## config.mk

```make
export PLATFORM = sky130hd
export DESIGN_NAME = full_adder_1b_flat
export DESIGN_NICKNAME = d
export VERILOG_FILES = /design/src/rtl/full_adder_1b_if.sv /design/src/rtl/full_adder_1b.sv /design/src/flat_wrapper.sv
export SDC_FILE = /design/constraint.sdc
export NUM_CORES = 1
export LEC_CHECK = 0
export CAP_MARGIN = 10
export CORE_AREA = 2 2 39 41
export DETAILED_ROUTE_END_ITERATION = 12
export DIE_AREA = 0 0 41 43
export HOLD_SLACK_MARGIN = 0.08
export SETUP_SLACK_MARGIN = 0.1
export SLEW_MARGIN = 10
export SYNTH_ARGS = -nofsm -noshare
export SYNTH_HDL_FRONTEND = slang
export SYNTH_SLANG_ARGS = --single-unit
```

## constraint.sdc

```tcl
create_clock -name clk -period 1.5 [get_ports clk]
set_clock_uncertainty 0.05 [all_clocks]
set_input_delay 0.3 -clock clk [delete_from_list [all_inputs] [get_ports clk]]
set_output_delay 0.3 -clock clk [all_outputs]
set_load 0.03 [all_outputs]
```

## src/rtl/full_adder_1b_if.sv

```systemverilog
// Operand/result bundle for the 1-bit full adder.
// master drives operands, slave returns sum/carry.
interface full_adder_1b_if;
    logic a;
    logic b;
    logic cin;
    logic chain;
    logic in_valid;
    logic s;
    logic cout;
    logic out_valid;

    modport master (
        output a,
        output b,
        output cin,
        output chain,
        output in_valid,
        input  s,
        input  cout,
        input  out_valid
    );

    modport slave (
        input  a,
        input  b,
        input  cin,
        input  chain,
        input  in_valid,
        output s,
        output cout,
        output out_valid
    );
endinterface

```

## src/rtl/full_adder_1b.sv

```systemverilog
// 1-bit full adder with stored carry for bit-serial chaining.
// REGISTER_OUT selects registered (1 cycle) or combinational results.
module full_adder_1b #(
    parameter bit REGISTER_OUT = 1'b1
) (
    input logic           clk,
    input logic           rst,
    full_adder_1b_if.slave bus
);

    logic carry_q;
    logic ci_eff;
    logic sum;
    logic carry;

    always_comb begin
        ci_eff = bus.chain ? carry_q : bus.cin;
        sum    = bus.a ^ bus.b ^ ci_eff;
        carry  = (bus.a & bus.b)
               | (bus.a & ci_eff)
               | (bus.b & ci_eff);
    end

    // Stored carry only advances on accepted vectors, so bubbles keep it.
    always_ff @(posedge clk or posedge rst) begin
        if (rst) begin
            carry_q <= 1'b0;
        end else if (bus.in_valid) begin
            carry_q <= carry;
        end
    end

    generate
        if (REGISTER_OUT) begin : g_reg
            logic s_q;
            logic cout_q;
            logic ov_q;

            always_ff @(posedge clk or posedge rst) begin
                if (rst) begin
                    s_q    <= 1'b0;
                    cout_q <= 1'b0;
                    ov_q   <= 1'b0;
                end else begin
                    ov_q <= bus.in_valid;
                    if (bus.in_valid) begin
                        s_q    <= sum;
                        cout_q <= carry;
                    end
                end
            end

            assign bus.s         = s_q;
            assign bus.cout      = cout_q;
            assign bus.out_valid = ov_q;
        end else begin : g_comb
            assign bus.s         = sum;
            assign bus.cout      = carry;
            assign bus.out_valid = bus.in_valid;
        end
    endgenerate

endmodule

```

## src/flat_wrapper.sv

```systemverilog
// flat-port wrapper written by rule: the top's interface ports become plain ports
module full_adder_1b_flat 
#(
    parameter bit REGISTER_OUT = 1'b1
)
  (clk, rst, bus_a, bus_b, bus_cin, bus_chain, bus_in_valid, bus_s, bus_cout, bus_out_valid);
  full_adder_1b_if bus_i ();
  input logic clk;
  input logic rst;
  input wire logic [$bits(bus_i.a)-1:0] bus_a;
  input wire logic [$bits(bus_i.b)-1:0] bus_b;
  input wire logic [$bits(bus_i.cin)-1:0] bus_cin;
  input wire logic [$bits(bus_i.chain)-1:0] bus_chain;
  input wire logic [$bits(bus_i.in_valid)-1:0] bus_in_valid;
  output wire logic [$bits(bus_i.s)-1:0] bus_s;
  output wire logic [$bits(bus_i.cout)-1:0] bus_cout;
  output wire logic [$bits(bus_i.out_valid)-1:0] bus_out_valid;
  assign bus_i.a = bus_a;
  assign bus_i.b = bus_b;
  assign bus_i.cin = bus_cin;
  assign bus_i.chain = bus_chain;
  assign bus_i.in_valid = bus_in_valid;
  assign bus_s = bus_i.s;
  assign bus_cout = bus_i.cout;
  assign bus_out_valid = bus_i.out_valid;
  full_adder_1b #(.REGISTER_OUT(REGISTER_OUT)) u_core (.clk(clk), .rst(rst), .bus(bus_i));
endmodule
```

Yosys cells after proc, flatten, opt, wreduce, memory -nomap -nowiden
Index checks and enable logic that the tools add are counted.

Flip-flop bits (word level): 3. Bits of input ports: 7.

Mux-type cells: 1. Bitwise operators: 7.

Operators with widths (number): $and 1x1->1 (3); $or 1x1->1 (2); $xor 1x1->1 (2); $mux 1 (1).

Depth between registers and ports, before layout
Word-level depth: 4. Depth in mapped cells: 3. Depth with buffers taken out: 3.

Worst setup path after synthesis
No wires, ideal clock.

Path kind: reg2reg. From: reg, netlist name u_core.bus.cout. To: reg u_core.g_reg.s_q (netlist: u_core.bus.s). Setup time: 0.125 ns. Arrival: 1.455 ns. Setup slack: -0.130 ns. Stages on the path, launching flop included: 4. Path buffers: 0. Period minus slack after synthesis: 1.630 ns. Cell sequence: dfrtp_1 -> mux2_2 -> fa_1 -> mux2_2.

RTL lines: to (signal assigned) (RTL line full_adder_1b.sv:47) `s_q <= sum;`; to (decl) (RTL line full_adder_1b.sv:35) `logic s_q;`.

==> results.py <==
metrics = {
    "drt": {
        "viasPerCell": 3.13,
        "drc_errors": 0,
        "initialDrtViolationCount": 0,
        "drt_first_pass_iters": 1,
        "routed_wl_um": 426,
        "ant_nets": 0,
        "vias": 119,
        "avgRoutedWirePerCell_um": 11.2,
    },
    "clock_tree": {
        "clockBufferDepth": 2,
        "h-tree-depth": 1,
        "cts_made_buffers": 3,
        "cts.sinks": 3,
        "cts_tree": "built",
        "clkTransAtPathRegs_ps": 40,
        "clk_latency_ps": 230,
        "cts_root_buffer": "clkbuf_4",
    },
    "global_route": {
        "grt.overflow.total": 0,
        "grt_pass1_wl_um": 662,
        "track_usage_pct": 6.82,
        "grt_pass1_vias": 175,
        "grt_max_degree": 4,
        "antenna_found_initial": 0,
    },
    "setup_path": {
        "critPathRequiredTime_ps": 1570,
        "path_class": "reg2reg",
        "critPathMaxFanout": 2,
        "crit_path_start_kind": "flop",
        "endpoint_kind": "flop",
        "critPathArrivalTime_ps": 1570,
    },
    "pwr": {
        "powerDensity_mw_per_mm2": 1250,
        "switching_power_uw": 101,
        "power_frac_comb_pct": 30.2,
        "power_frac_clock_pct": 40.8,
        "intPower_uw": 250,
        "p_sw_share_pct": 28.7,
        "p_leak_uw": 0.000131,
        "finalPower_uw": 351,
        "peakVddDrop_mv": 0.231,
        "seq_power_share_pct": 29.0,
    },
    "sta": {
        "post-route-period-util_pct": 100,
        "setup_violations": 1,
        "slew_violations": 0,
        "tightest_slew_ps": 308,
        "post-route-min-period_ps": 1500,
        "hold-worst-slack_ps": 191,
        "timing.fmax_mhz": 666,
        "fin_ws_ps": -1.11,
        "hold_viol": 0,
        "maxSlewHeadroom_pct": 79.5,
        "grt_setup_unrepaired": "true",
    },
    "layout": {
        "nets": 31,
        "multi_input_area_um2": 67.6,
        "drive_above_1_share_pct": 45.5,
        "n_fill_cell": 154,
        "area_growth_pct": 112,
        "num_antenna_cells": 0,
        "seqCellArea_um2": 76.3,
    },
    "synthesis": {
        "seq_area_frac_synth_pct": 56.6,
        "syn_area_um2": 133,
        "ys_warn_count": 0,
        "synth_fp_nets": 16,
        "ys_ff_latch": 3,
        "synth_area_per_cell_um2": 16.6,
        "synth_top_area_cell": "dfrtp_1",
        "synth_top_area_share_pct": 56.6,
        "syn_inst": 8,
        "ys_types": 4,
        "ys_top_cells_by_area": "dfrtp_1, mux2_2, fa_1, inv_1",
    },
    "die": {
        "die_x_um": 41,
        "die_h_um": 43,
        "core_mm2": 0.00138,
        "io_pins": 10,
        "die_area_mm2": 0.00176,
        "start_util_pct": 9.58,
        "rows": 14,
    },
    "run_status": {
        "violations": "negative setup slack",
        "status": "complete, but fails checks",
    },
    "flow_run": {
        "max_cap_viol_count": 0,
    },
    "place": {
        "gp_congestion": 0.519,
        "hpwlAfterDp_um": 327,
        "port_buffers": 9,
    },
    "worst_hold_path": {
        "hp-class": "in2async",
    },
}
==> sequential cells by signal (all words and copies together) (netlist names) <==
signal / cells
u_core.bus.s: 1
u_core.bus.out_valid: 1
u_core.bus.cout: 1
==> power groups by stage <==
stage                     sequential, uW  clock [uW]  combinational (uW)
after floorplan                      131           0                22.7
after global placement               103           0                97.0
after detailed placement             104           0                 104
after CTS                            101         150                 111
after global routing                 104         156                 115
final                                102         143                 106
==> worst max-delay path: stages (launching register included) <==
cell,delay (ps)
dfrtp_2,390
mux2_4,270
fa_2,410
mux2_4,270
==> Yosys cell counts (all sizes together) <==
cell   instances
dfrtp          3
fa             1
inv            1
mux2           3
==> path summary, 6_finish.rpt <==
path / endpoint / slack, ps / start / cells after the start
worst min register to register: u_core.bus.s / 450 / u_core.bus.s / 1
max in group asynchronous: u_core.bus.cout / 1060 / rst / 2
min in group clk: u_core.bus.s / 450 / u_core.bus.s / 1
worst max register to register: u_core.bus.s / -1 / u_core.bus.cout / 3
worst min-delay path: u_core.bus.out_valid / 190 / rst / 2
worst max-delay path: u_core.bus.s / -1 / u_core.bus.cout / 3
==> area by class of cell <==
cell class                      instances  area share, %
Clock buffer                            4           9.33
Inverter                                1           1.33
Sequential cell                         3           27.1
Timing Repair Buffer                   10           31.1
Multi-Input combinational cell          4           24.0
Tap cell                               16           7.11
==> layer usage <==
layer / up-vias / part of all wire (%) / GRT usage, %
met3: 0 / 19 / 7.33
met5: - / 0 / 0
met1: 54 / 34 / 4.81
li1: 55 / - / -
met4: 0 / 0 / 6.00
met2: 10 / 46 / 9.38
==> stage by stage <==
step           cell area [um2]  setup TNS, ps  utilization, %  setup WS [ps]  instances
6_report                   282          -1.11            20.3          -1.11         38
3_5_place_dp               250           -846            18.1           -467         33
3_3_place_gp               250           -744            18.1           -415         33
2_1_floorplan              140          -59.2               -          -59.2          8
5_1_grt                    282          -46.3            20.3          -46.3         38
4_1_cts                    288          -40.6            20.8          -40.6         38
==> placed cells by master (no fill, tap or decap) <==
master / synthesis / layout
mux2_4: 0 / 3
inv_1: 1 / 1
dfrtp_1: 3 / 2
buf_4: 0 / 1
fa_2: 0 / 1
dfrtp_2: 0 / 1
clkbuf_4: 0 / 3
clkdlybuf4s50_1: 0 / 4
buf_2: 0 / 1
clkbuf_1: 0 / 1
dlygate4sd2_1: 0 / 4
==> cell families after synthesis <==
logic type / synth area share [%]
fa+ha+maj: 15.1
flops: 56.6
buf+inv: 2.83
mux: 25.5
==> timing repair <==
action	CTS	global route
pin swaps	1	1
setup buffers	1	0
hold buffers	0	0
resized for setup	9	2
endpoints found under the setup margin	5	3
No activity file was read; power rests on OpenSTA's default activity.
